==> src/rtl/term_uart_rx_if.sv <==
// Receive-side byte handshake for term_uart_rx: data/valid from the receiver, ready from the consumer.
interface term_uart_rx_if;
    logic [7:0] rx_data;
    logic       rx_valid;
    logic       rx_ready;

    modport master (
        output rx_data,
        output rx_valid,
        input  rx_ready
    );

    modport slave (
        input  rx_data,
        input  rx_valid,
        output rx_ready
    );
endinterface

==> src/rtl/term_uart_rx.sv <==
// 8N1 UART receiver for the SoC terminal line, with single-byte holding register or,
// when TERM_UART_RX_FIFO_EN is defined, a FIFO_DEPTH-entry receive FIFO.
module term_uart_rx #(
    parameter int CLKS_PER_BIT = 234,
    parameter int FIFO_DEPTH   = 4
) (
    input  logic           clk,
    input  logic           rst,
    input  logic           rxd,
    term_uart_rx_if.master rx_if,
    output logic           frame_err,
    output logic           overrun,
    output logic           busy
);

    localparam logic [15:0] HALF_LOAD = 16'(CLKS_PER_BIT / 2 - 1);
    localparam logic [15:0] FULL_LOAD = 16'(CLKS_PER_BIT - 1);

    if (CLKS_PER_BIT < 16 || CLKS_PER_BIT > 65535 || FIFO_DEPTH < 2 || FIFO_DEPTH > 16) begin : g_param_check
        $error("term_uart_rx: CLKS_PER_BIT or FIFO_DEPTH out of range");
    end

    typedef enum logic [2:0] {
        IDLE    = 3'd0,
        START   = 3'd1,
        DATA    = 3'd2,
        STOP    = 3'd3,
        WAIT_HI = 3'd4
    } state_t;

    logic [1:0]  sync_r;
    logic        rxs_s;
    state_t      state_r, next_state_s;
    logic [15:0] timer_r, next_timer_s;
    logic [2:0]  idx_r, next_idx_s;
    logic [7:0]  shreg_r, next_shreg_s;
    logic        push_s;
    logic        ferr_s;
    logic        pop_s;
    logic        full_s;
    logic        frame_err_r;
    logic        overrun_r;

    assign rxs_s = sync_r[1];

    // Two-flop synchronizer; preset high so reset looks like an idle line.
    always_ff @(posedge clk) begin
        if (rst) begin
            sync_r <= 2'b11;
        end else begin
            sync_r <= {sync_r[0], rxd};
        end
    end

    // FSM, bit timer, bit index and shift register state.
    always_ff @(posedge clk) begin
        if (rst) begin
            state_r <= IDLE;
            timer_r <= 16'd0;
            idx_r   <= 3'd0;
            shreg_r <= 8'h00;
        end else begin
            state_r <= next_state_s;
            timer_r <= next_timer_s;
            idx_r   <= next_idx_s;
            shreg_r <= next_shreg_s;
        end
    end

    // Next-state logic: mid-bit sampling driven by the down-counting bit timer.
    always_comb begin
        next_state_s = state_r;
        next_timer_s = timer_r;
        next_idx_s   = idx_r;
        next_shreg_s = shreg_r;
        push_s       = 1'b0;
        ferr_s       = 1'b0;
        case (state_r)
            IDLE: begin
                if (!rxs_s) begin
                    next_state_s = START;
                    next_timer_s = HALF_LOAD;
                end else begin
                    next_state_s = IDLE;
                end
            end
            START: begin
                if (timer_r == 16'd0) begin
                    if (rxs_s) begin
                        next_state_s = IDLE;
                    end else begin
                        next_state_s = DATA;
                        next_timer_s = FULL_LOAD;
                        next_idx_s   = 3'd0;
                    end
                end else begin
                    next_timer_s = timer_r - 16'd1;
                end
            end
            DATA: begin
                if (timer_r == 16'd0) begin
                    next_shreg_s[idx_r] = rxs_s;
                    next_timer_s        = FULL_LOAD;
                    if (idx_r == 3'd7) begin
                        next_state_s = STOP;
                    end else begin
                        next_idx_s = idx_r + 3'd1;
                    end
                end else begin
                    next_timer_s = timer_r - 16'd1;
                end
            end
            STOP: begin
                if (timer_r == 16'd0) begin
                    if (rxs_s) begin
                        push_s       = 1'b1;
                        next_state_s = IDLE;
                    end else begin
                        ferr_s       = 1'b1;
                        next_state_s = WAIT_HI;
                    end
                end else begin
                    next_timer_s = timer_r - 16'd1;
                end
            end
            WAIT_HI: begin
                // A held-low line (break) must return high before re-arming.
                if (rxs_s) begin
                    next_state_s = IDLE;
                end else begin
                    next_state_s = WAIT_HI;
                end
            end
            default: begin
                next_state_s = IDLE;
            end
        endcase
    end

    assign pop_s = rx_if.rx_valid && rx_if.rx_ready;

`ifdef TERM_UART_RX_FIFO_EN
    localparam int PW = $clog2(FIFO_DEPTH);
    localparam logic [PW-1:0] PTR_ONE = {{(PW-1){1'b0}}, 1'b1};
    localparam logic [PW:0]   CNT_ONE = {{PW{1'b0}}, 1'b1};
    localparam logic [PW:0]   CNT_FULL = (PW+1)'(FIFO_DEPTH);

    logic [7:0]    mem_r [FIFO_DEPTH];
    logic [PW-1:0] wr_ptr_r;
    logic [PW-1:0] rd_ptr_r;
    logic [PW:0]   count_r;
    logic          accept_s;

    assign full_s   = (count_r == CNT_FULL);
    assign accept_s = push_s && (!full_s || pop_s);

    // Receive FIFO: write on accepted push, read on pop, both may happen together.
    always_ff @(posedge clk) begin
        if (rst) begin
            for (int i = 0; i < FIFO_DEPTH; i++) begin
                mem_r[i] <= 8'h00;
            end
            wr_ptr_r <= '0;
            rd_ptr_r <= '0;
            count_r  <= '0;
        end else begin
            if (accept_s) begin
                mem_r[wr_ptr_r] <= shreg_r;
                wr_ptr_r        <= wr_ptr_r + PTR_ONE;
            end
            if (pop_s) begin
                rd_ptr_r <= rd_ptr_r + PTR_ONE;
            end
            if (accept_s && !pop_s) begin
                count_r <= count_r + CNT_ONE;
            end else if (pop_s && !accept_s) begin
                count_r <= count_r - CNT_ONE;
            end else begin
                count_r <= count_r;
            end
        end
    end

    assign rx_if.rx_data  = mem_r[rd_ptr_r];
    assign rx_if.rx_valid = (count_r != '0);
`else
    logic [7:0] hold_data_r;
    logic       hold_valid_r;

    assign full_s = hold_valid_r;

    // Single holding register; a pop in the same cycle frees room for the push.
    always_ff @(posedge clk) begin
        if (rst) begin
            hold_data_r  <= 8'h00;
            hold_valid_r <= 1'b0;
        end else if (push_s && (!full_s || pop_s)) begin
            hold_data_r  <= shreg_r;
            hold_valid_r <= 1'b1;
        end else if (pop_s) begin
            hold_valid_r <= 1'b0;
        end else begin
            hold_valid_r <= hold_valid_r;
        end
    end

    assign rx_if.rx_data  = hold_data_r;
    assign rx_if.rx_valid = hold_valid_r;
`endif

    // Registered one-cycle status pulses.
    always_ff @(posedge clk) begin
        if (rst) begin
            frame_err_r <= 1'b0;
            overrun_r   <= 1'b0;
        end else begin
            frame_err_r <= ferr_s;
            overrun_r   <= push_s && full_s && !pop_s;
        end
    end

    assign frame_err = frame_err_r;
    assign overrun   = overrun_r;
    assign busy      = (state_r != IDLE);

endmodule

==> src/flat_wrapper.sv <==
// flat-port wrapper written by rule: the top's interface ports become plain ports
module term_uart_rx_flat 
#(
    parameter int CLKS_PER_BIT = 234,
    parameter int FIFO_DEPTH   = 4
)
  (clk, rst, rxd, frame_err, overrun, busy, rx_if_rx_data, rx_if_rx_valid, rx_if_rx_ready);
  term_uart_rx_if rx_if_i ();
  input  logic clk;
  input  logic rst;
  input  logic rxd;
  output logic frame_err;
  output logic overrun;
  output logic busy;
  output wire logic [$bits(rx_if_i.rx_data)-1:0] rx_if_rx_data;
  output wire logic [$bits(rx_if_i.rx_valid)-1:0] rx_if_rx_valid;
  input wire logic [$bits(rx_if_i.rx_ready)-1:0] rx_if_rx_ready;
  assign rx_if_rx_data = rx_if_i.rx_data;
  assign rx_if_rx_valid = rx_if_i.rx_valid;
  assign rx_if_i.rx_ready = rx_if_rx_ready;
  term_uart_rx #(.CLKS_PER_BIT(CLKS_PER_BIT), .FIFO_DEPTH(FIFO_DEPTH)) u_core (.clk(clk), .rst(rst), .rxd(rxd), .rx_if(rx_if_i), .frame_err(frame_err), .overrun(overrun), .busy(busy));
endmodule
==> config.mk <==
export PLATFORM = sky130hd
export DESIGN_NAME = term_uart_rx_flat
export DESIGN_NICKNAME = d
export VERILOG_FILES = /design/src/rtl/term_uart_rx_if.sv /design/src/rtl/term_uart_rx.sv /design/src/flat_wrapper.sv
export SDC_FILE = /design/constraint.sdc
export NUM_CORES = 1
export LEC_CHECK = 0
export ABC_AREA = 1
export CAP_MARGIN = 20
export CORE_UTILIZATION = 62
export CTS_CLUSTER_SIZE = 20
export DETAILED_ROUTE_END_ITERATION = 12
export GPL_ROUTABILITY_DRIVEN = 0
export GPL_TIMING_DRIVEN = 0
export PLACE_DENSITY_LB_ADDON = 0.1
export SYNTH_ARGS = -nofsm -noshare
export SYNTH_HDL_FRONTEND = slang
export SYNTH_SLANG_ARGS = --single-unit
export TNS_END_PERCENT = 20
==> constraint.sdc <==
create_clock -name clk -period 4.19 [get_ports clk]
set_input_delay 0.838 -clock clk [delete_from_list [all_inputs] [get_ports clk]]
set_output_delay 0.838 -clock clk [all_outputs]
set_load 0.05 [all_outputs]
Yosys cells after proc, flatten, opt, wreduce, memory -nomap -nowiden:

Index checks and enable logic that the tools add are counted.

* bits in registers: 43
* input bits: 4
* output and inout bits: 12
* logic and storage cells: 76

* add/sub/neg operators: 2
* magnitude comparators: 2
* equality and inequality tests: 14
* multiplexer cells: 28
* bitwise logic cells: 2
* reduce and logical (&&, ||, !) cells: 19

Operator list (number)
* $mux W16: 5
* $pmux W16 S4: 1
* $mux W3: 9
* $logic_not A16 Y1: 1
* $sub A16 B1 Y16 const B: 1
* $pmux W3 S5: 1
* $bwmux W8: 1
* $mux W1: 8
* $ne A2 B1 Y1 const B: 4
* $ne A2 B2 Y1 const B: 4
* $reduce_and A4 Y1: 2
* $eq A3 B2 Y1 const B: 2
* $eq A3 B3 Y1 const B: 2
* $pmux W3 S2: 1
* $logic_and A1 B1 Y1: 5
* $reduce_and A5 Y1: 1
* $lt A3 B4 Y1 const B: 1
* $reduce_bool A2 Y1: 2
* $reduce_bool A4 Y1: 1
* $add A3 B1 Y3 const B: 1
* $demux W1 S3: 1
* $eq A3 B1 Y1 const B: 1
* $ge A3 B1 Y1 const B: 1
* $logic_not A3 Y1: 1
* other kinds (8): 10

Longest topological paths before layout:

Gate-level depths: netlist of the first run.

* depth after elaboration: 5
* mapped depth: 13
* mapped depth without buffers: 13

Worst setup path before layout of the first run:

No wires, ideal clock.

* path kind: register to output
* from: register u_core.state_r[0]
* to: output port busy
* arrival time: 884 ps
* required time: 3352 ps
* path slack: 2468 ps
* stages on the path, launching flop included: 3
* cell sequence: dfxtp_1 -> nor2_1 -> nand2_1

* cells in the longest elaborated chain, start to end: 1

Ends and longest elaborated chain
* start: declaration: line term_uart_rx.sv:33 `state_t state_r, next_state_s;`
* start signal: assignment: line term_uart_rx.sv:63 `state_r <= next_state_s;`
* $reduce_bool A3 Y1: line term_uart_rx.sv:224 `assign busy = (state_r != IDLE);`
* end: declaration: line flat_wrapper.sv:14 `output logic busy;`

Every way passes these cells.

Worst setup path in the final report of the first run:

* from: register u_core.state_r[1]
* to: output port busy

The elaborated chain is that of the path after synthesis.

==> impl_metrics.ini, run 1 <==
[finish]
layout_commonest_cell = nor2_1
area_delta_synth_final_pct = 12.9
fillers = 287
n_antenna_cell = 0
multi_input_area_sq_um = 1180
post-route-util = 0.746
layout_common_cells = nor2_1, nand2_1, dfxtp_1
stdcell_area_sq_um = 2530
drive_gt1_frac = 0.107
seqCellArea_sq_um = 861
nets = 354

[pwr]
powerDensity_nw_per_um2 = 716
p_leak_nw = 1.09
ir_drop_mv = 0.505

[sta]
rsz0062_at_grt = false
slew_headroom = 0.583
setup_tns_ns = 0
hold_viol = 0
layout_min_cycle_time_ns = 2.66
setup_violations = 0
drv_slew = 0
setup_slack_ns = 1.53
fmax_mhz = 375
finClkSkew_ns = 0.0116
fin_crit_sh = 0.636
worstMarginPinSlew_ns = 0.626

[cts]
cts_tree = yes
clk_pin_slew_worst_paths_ns = 0.14
cts_max_level = 2
clk_latency_ns = 0.36
cts.sinks = 43
cts_setup_buffers = 0
ctsResizeCount = 0
numCtsBuffers = 5
clockBufferDepth = 2
cts-root-buf = clkbuf_4
cts_hold_buf = 0

[worst_setup_path]
path_class = flip-flop to output pin
r2r_end = u_core.idx_r[1]
ff2ff_path_depth = 11
crit_path_top_delay_cell = clkdlybuf4s50_1
crit_chain = nor2_1 -> nand2_1 -> clkdlybuf4s50_1
slowest_delay_ns = 0.72
cp.arrival_ns = 1.83
worstPathMaxFanout = 5
reg2reg_from = u_core.timer_r[0]
end_kind = output pin
cp-start-kind = flip-flop
crit_family = buffers and inverters
cp.depth = 3
cp.required_ns = 3.35
rrSetupSlack_ns = 2.28
crit_buf_inv = 1

[synthesis]
netlist_area_sq_um = 2240
synth_warnings = 0
ys_seq_area_frac = 0.384
synth-edff-count = 0
syn_avg_cell_area_sq_um = 6.92
synth_compound_area_frac = 0.119
synth_top_family_by_area = simple AND/OR/NAND/NOR gates
synth-main-ff-cell = dfxtp_1
ys_ff_latch = 43
synth.area.top_cells = dfxtp_1, nor2_1, nand2_1
async_flop_share = 0
synth.largest_area_cell = dfxtp_1
synth_cell_types = 31
synthCells = 324
netlist.area_leader.share = 0.384
yosys.area_share.simple = 0.379
syn-num-nets = 332
synthAdderAreaFrac = 0.0223
synth_mux_area_frac = 0
synth-xor-area-share = 0.00782

[floorplan]
dieArea_sq_um = 3860
io_pins = 16
chipWidth_um = 62.1
row_count = 21
die_height_um = 62.1
core-area_sq_um = 3390
initial_core_util = 0.661

[routing]
first_pass_iters = 4
drt_iter0_drc = 173
num_vias = 2067
drc_errors = 0
post_drt_wl_per_cell_um = 11.7
drtAntennaViolNets = 0
routed_wl_mm = 4.62
routed_via_density = 5.26

[worst_hold_path]
holdPathStages = 1
worstHoldStart = u_core.sync_r[0]
whs_endpoint = u_core.sync_r[1]
worstHoldPathType = flip-flop to flip-flop

[global_routing]
grt_pass1_wl_mm = 8.20
grt-ovfl-total = 0
antenna_found_initial = 0
grt_pass1_vias = 1865
grt_max_degree = 15
grtUsageTotal = 0.264

[place]
dpl-instance-area_sq_um = 2450
dp.final_hpwl_mm = 3.40
port_buffers = 15
dp_slack_ns = 1.93

[outcome]
status = complete, no violations

[job]
cap_violations = 0
[how the worst max path moves through the flow]
stage | from | to
4_1_cts | u_core.state_r[0] | busy
5_1_grt | u_core.state_r[1] | busy
3_3_place_gp | u_core.state_r[1] | busy
3_5_place_dp | u_core.state_r[0] | busy
2_1_floorplan | u_core.state_r[0] | busy
6_report | u_core.state_r[1] | busy
[flip-flops by register name (all words and copies together) (netlist names)]
name / cells
u_core.idx_r: 3
u_core.overrun: 1
u_core.rx_if.rx_data: 8
u_core.sync_r: 2
u_core.timer_r: 16
u_core.rx_if.rx_valid: 1
u_core.state_r: 3
u_core.shreg_r: 8
u_core.frame_err: 1
[synth_stat cells, types with 2 or more instances]
master    count
inv_1        37
o21ai_0      27
nor4_1        2
nor3_2        3
nor2_4        4
ha_1          4
nand4_1       5
or2_2         2
nand2_4       2
a21oi_1      22
inv_2         3
nor2_2        6
nand3_2       2
dfxtp_1      43
nand2_1      53
nand3_1      25
nor2_1       62
xor2_1        2
nor3_1        6
clkbuf_1      3
[per-layer routing]
| layer | part of all wire | global-route usage | wire length (um) | vias to the layer above |
|---|---|---|---|---|
| met4 | 0.014 | 0.0959 | 65 | 0 |
| met2 | 0.39 | 0.365 | 1820 | 55 |
| met5 | 0 | 0 | 0 | - |
| li1 | - | - | - | 1086 |
| met3 | 0.068 | 0.0717 | 313 | 8 |
| met1 | 0.52 | 0.387 | 2410 | 918 |
[power breakdown]
group          switching (W)  internal (W)
Sequential         0.0000697      0.000482
Clock               0.000144      0.000126
Combinational       0.000674      0.000316
[cell type report]
| cell class | instances | area share |
|---|---|---|
| timing repair buffer | 15 | 0.0593 |
| clock inverter | 3 | 0.0173 |
| inverter | 41 | 0.0618 |
| clock buffer | 5 | 0.0148 |
| sequential | 43 | 0.340 |
| tap | 46 | 0.0227 |
| buffer | 6 | 0.0163 |
| multi-input combinational | 234 | 0.467 |
[cell families (layout without fill, tap and decap cells)]
family / Yosys count / in the layout
XOR/XNOR: 2 / 2
buffers and inverters: 47 / 70
AO/OA/AOI/OAI: 52 / 52
adder cells (fa/ha/maj): 4 / 4
AND/OR/NAND/NOR: 176 / 176
flip-flops: 43 / 43
[per-stage QoR]
| step | total power [W] | hold slack [ns] | instances |
|---|---|---|---|
| 3_5_place_dp | 0.00153 | 0.397 | 385 |
| 4_1_cts | 0.00180 | 0.432 | 393 |
| 3_3_place_gp | 0.00151 | 0.394 | 385 |
| 6_report | 0.00181 | 0.429 | 393 |
| 5_1_grt | 0.00196 | 0.449 | 393 |
| 2_1_floorplan | 0.00134 | 0.389 | 324 |
Note: power is estimated with default switching activity, not from simulation.
==> run 2, diff against run 1 <==
--- a/config.mk
+++ b/config.mk
@@ -7,7 +7,7 @@
 export LEC_CHECK = 0
 export ABC_AREA = 1
 export CAP_MARGIN = 20
-export CORE_UTILIZATION = 62
+export CORE_UTILIZATION = 58
 export CTS_CLUSTER_SIZE = 20
 export DETAILED_ROUTE_END_ITERATION = 12
 export GPL_ROUTABILITY_DRIVEN = 0
==> constraint.sdc (replaced) <==
create_clock -name clk -period 2.8 [get_ports clk]
set_input_delay 0.56 -clock clk [delete_from_list [all_inputs] [get_ports clk]]
set_output_delay 0.56 -clock clk [all_outputs]
set_load 0.05 [all_outputs]
==> run 2 against run 1 <==
Die area rose by 6.7%. Routed wire length fell by 0.95%. Register-to-register slack got worse by 1.4 ns. Via count fell by 1.8%. Clock power rose by 54%. Largest cell class unchanged. Largest power group unchanged.
==> impl_metrics.ini, run 2 (synthesized netlist as in run 1, its figures left out) <==
[outcome]
status = complete, no violations

[cts]
cts_hold_buf = 0
clk_pin_slew_worst_paths_ns = 0.09
cts_max_level = 2
cts_setup_buffers = 0
clockBufferDepth = 2
cts_tree = yes
numCtsBuffers = 5
clk_latency_ns = 0.30
ctsResizeCount = 0
cts-root-buf = clkbuf_8
cts.sinks = 43

[worst_setup_path]
cp.required_ns = 2.24
rrSetupSlack_ns = 0.90
end_kind = output pin
path_class = flip-flop to output pin
cp.arrival_ns = 1.81
reg2reg_from = u_core.timer_r[0]
r2r_end = u_core.idx_r[0]
cp-start-kind = flip-flop
ff2ff_path_depth = 11
worstPathMaxFanout = 5

[finish]
largest_register_ffs = 16
layout_commonest_cell = nor2_1
seqCellArea_sq_um = 861
drive_gt1_frac = 0.107
post-route-util = 0.690
n_antenna_cell = 0
layout_common_cells = nor2_1, nand2_1, dfxtp_1
nets = 354
top_register = u_core.timer_r
area_delta_synth_final_pct = 13.5
multi_input_area_sq_um = 1180
fillers = 340

[floorplan]
dieArea_sq_um = 4120
row_count = 22
die_height_um = 64.2
core-area_sq_um = 3690
chipWidth_um = 64.2
initial_core_util = 0.608
io_pins = 16

[pwr]
power_w = 0.00272
powerDensity_nw_per_um2 = 1070
ir_drop_mv = 0.584
p_leak_nw = 1.08

[routing]
routed_via_density = 5.14
drc_errors = 0
drt_iter0_drc = 193
first_pass_iters = 5
num_vias = 2029
routed_wl_mm = 4.57
drtAntennaViolNets = 0
post_drt_wl_per_cell_um = 11.6

[sta]
setup_slack_ns = 0.427
hold_slack_ns = 0.420
setup_violations = 0
setup_tns_ns = 0
layout_min_cycle_time_ns = 2.37
slew_headroom = 0.604
drv_slew = 0
fin_crit_sh = 0.848
fmax_mhz = 421
hold_viol = 0
finClkSkew_ns = 0.0101
worstMarginPinSlew_ns = 0.594
rsz0062_at_grt = false

[global_routing]
grt_pass1_wl_mm = 7.95
grt_pass1_vias = 1734
grtUsageTotal = 0.250
grt_max_degree = 16
grt-ovfl-total = 0
antenna_found_initial = 0

[worst_hold_path]
holdPathStages = 1
worstHoldStart = u_core.sync_r[0]
whs_endpoint = u_core.sync_r[1]
worstHoldPathType = flip-flop to flip-flop

[job]
cap_violations = 0

[place]
port_buffers = 15
dp_slack_ns = 0.800
dp.final_hpwl_mm = 3.39
## run 2: worst max-delay path by stage
stage	startpoint	end	slack (ns)	cells after the start
final	u_core.state_r[1]	busy	0.43	3
after global routing	u_core.state_r[1]	busy	0.38	3
after CTS	u_core.state_r[1]	busy	0.46	3
after detailed placement	u_core.state_r[0]	busy	0.80	3
after global placement	u_core.state_r[1]	busy	0.84	3
after floorplan	u_core.timer_r[0]	u_core.timer_r[1]	1.21	13
## run 2: worst max-delay path, cell delays in order, from the launching register on
cell and delay (ns):
dfxtp_1 0.37, nor2_1 0.26, nand2_1 0.15, clkdlybuf4s50_1 0.72
## run 2: area by class of cell
type,instances,area share
buffer,6,0.0162
tap,48,0.0236
inverter,41,0.0615
sequential,43,0.338
clock buffer,5,0.0271
timing repair buffer,15,0.0590
clock inverter,3,0.00935
multi-input combinational,234,0.465
## run 2: metal layers
metal / up-vias / GRT usage / wire, um
met5: - / 0 / 0
met4: 0 / 0.0833 / 33
met3: 2 / 0.0589 / 232
met2: 46 / 0.355 / 1810
met1: 893 / 0.367 / 2500
li1: 1088 / - / -
## run 2: where the power goes
part           internal [W]  switching [W]  total [W]
clock              0.000179       0.000239   0.000417
combinational      0.000472        0.00100    0.00147
sequential         0.000722       0.000106   0.000828
## run 2: per-stage QoR
step	instances	instance area, sq um
2_1_floorplan	324	2240
3_3_place_gp	387	2450
3_5_place_dp	387	2450
4_1_cts	395	2540
5_1_grt	395	2540
6_report	395	2540
==> run 3, diff against run 2 <==
==> constraint.sdc (replaced) <==
create_clock -name clk -period 2.2 [get_ports clk]
set_input_delay 0.44 -clock clk [delete_from_list [all_inputs] [get_ports clk]]
set_output_delay 0.44 -clock clk [all_outputs]
set_load 0.05 [all_outputs]
==> run 3 against run 2 <==
Core utilization about the same. Sequential power increased by 27%. Worst hold slack about the same. Non-clock buffer count unchanged. Clock-buffer cell count unchanged. Via count increased by 0.49%.
==> impl_metrics.ini, run 3 (synthesized netlist as in run 1, its figures left out) <==
[finish]
top_register = u_core.timer_r
seqCellArea_sq_um = 861
nets = 354
drive_gt1_frac = 0.107
fillers = 340
area_delta_synth_final_pct = 13.5
largest_register_ffs = 16
multi_input_area_sq_um = 1180
layout_commonest_cell = nor2_1
layout_common_cells = nor2_1, nand2_1, dfxtp_1
n_antenna_cell = 0

[outcome]
status = complete, no violations

[sta]
layout_min_cycle_time_ns = 1.97
fin_crit_sh = 0.895
setup_tns_ns = 0
worstMarginPinSlew_ns = 0.594
hold_slack_ns = 0.420
setup_violations = 0
hold_viol = 0
fmax_mhz = 508
finClkSkew_ns = 0.00984
drv_slew = 0
rsz0062_at_grt = false
slew_headroom = 0.604

[cts]
cts_max_level = 2
clk_latency_ns = 0.30
cts_tree = yes
cts_hold_buf = 0
ctsResizeCount = 1
clockBufferDepth = 2
cts-root-buf = clkbuf_8
numCtsBuffers = 5
cts.sinks = 43
cts_setup_buffers = 0
clk_pin_slew_worst_paths_ns = 0.09

[routing]
routed_via_density = 5.16
num_vias = 2039
drc_errors = 0
first_pass_iters = 6
drtAntennaViolNets = 0
drt_iter0_drc = 193
routed_wl_mm = 4.58
post_drt_wl_per_cell_um = 11.6

[pwr]
powerDensity_nw_per_um2 = 1360
ir_drop_mv = 0.743
power_w = 0.00345
p_leak_nw = 1.09

[floorplan]
die_height_um = 64.2
io_pins = 16
chipWidth_um = 64.2
dieArea_sq_um = 4120
initial_core_util = 0.608
core-area_sq_um = 3690
row_count = 22

[worst_setup_path]
cp.required_ns = 1.76
ff2ff_path_depth = 11
reg2reg_from = u_core.timer_r[0]
r2r_end = u_core.idx_r[0]
path_class = flip-flop to output pin
crit_chain = nor2_1 -> nand2_1 -> dlygate4sd2_1
crit_family = buffers and inverters
rrSetupSlack_ns = 0.31
worstPathMaxFanout = 5
crit_path_top_delay_cell = dlygate4sd2_1
slowest_delay_ns = 0.45
crit_buf_inv = 1
end_kind = output pin
cp.arrival_ns = 1.53
cp-start-kind = flip-flop

[place]
port_buffers = 15
dp.final_hpwl_mm = 3.39

[global_routing]
grt_pass1_vias = 1734
grtUsageMet2 = 0.355
grt_util_met1 = 0.367
grt-ovfl-total = 0
grt_max_degree = 16
met3_usage = 0.0589
grt_pass1_wl_mm = 7.95
grtUsageTotal = 0.250
antenna_found_initial = 0
busiest_layer = met1

[worst_hold_path]
holdPathStages = 1
worstHoldPathType = flip-flop to flip-flop
whs_endpoint = u_core.sync_r[1]
worstHoldStart = u_core.sync_r[0]

[job]
cap_violations = 0
[run 3: stage by stage]
stage | std cells | setup WS [ns] | cell area (sq um) | util
after detailed placement | 387 | 0.320 | 2450 | 0.665
after global placement | 387 | 0.326 | 2450 | 0.665
final | 395 | 0.230 | 2540 | 0.689
after CTS | 395 | 0.259 | 2540 | 0.689
after global routing | 395 | 0.0995 | 2540 | 0.689
after floorplan | 324 | 0.613 | 2240 | -
[run 3: how the worst max path moves through the flow]
stage,cells past startpoint,from,slack [ns],end
6_report,3,u_core.state_r[1],0.23,busy
3_5_place_dp,3,u_core.state_r[0],0.32,busy
2_1_floorplan,13,u_core.timer_r[0],0.61,u_core.timer_r[1]
4_1_cts,3,u_core.state_r[1],0.26,busy
5_1_grt,11,u_core.timer_r[0],0.1,u_core.idx_r[0]
3_3_place_gp,11,u_core.timer_r[0],0.33,u_core.idx_r[1]
[run 3: where the power goes]
group / leakage (nW) / internal (W) / switching (W)
logic: 0.695 / 0.000594 / 0.00128
clock network: 0.0408 / 0.000227 / 0.000302
registers: 0.349 / 0.000918 / 0.000135
[run 3: final cells by class]
type / instances / area share
Clock buffer: 5 / 0.0271
Sequential cell: 43 / 0.339
Inverter: 41 / 0.0615
Tap cell: 48 / 0.0236
Multi-Input combinational cell: 234 / 0.465
Buffer: 6 / 0.0162
Timing Repair Buffer: 15 / 0.0586
Clock inverter: 3 / 0.00935
[run 3: per-layer routing]
layer,part of all wire,vias up
met5,0,-
met4,0.0076,0
met3,0.051,4
met2,0.40,50
met1,0.54,897
li1,-,1088
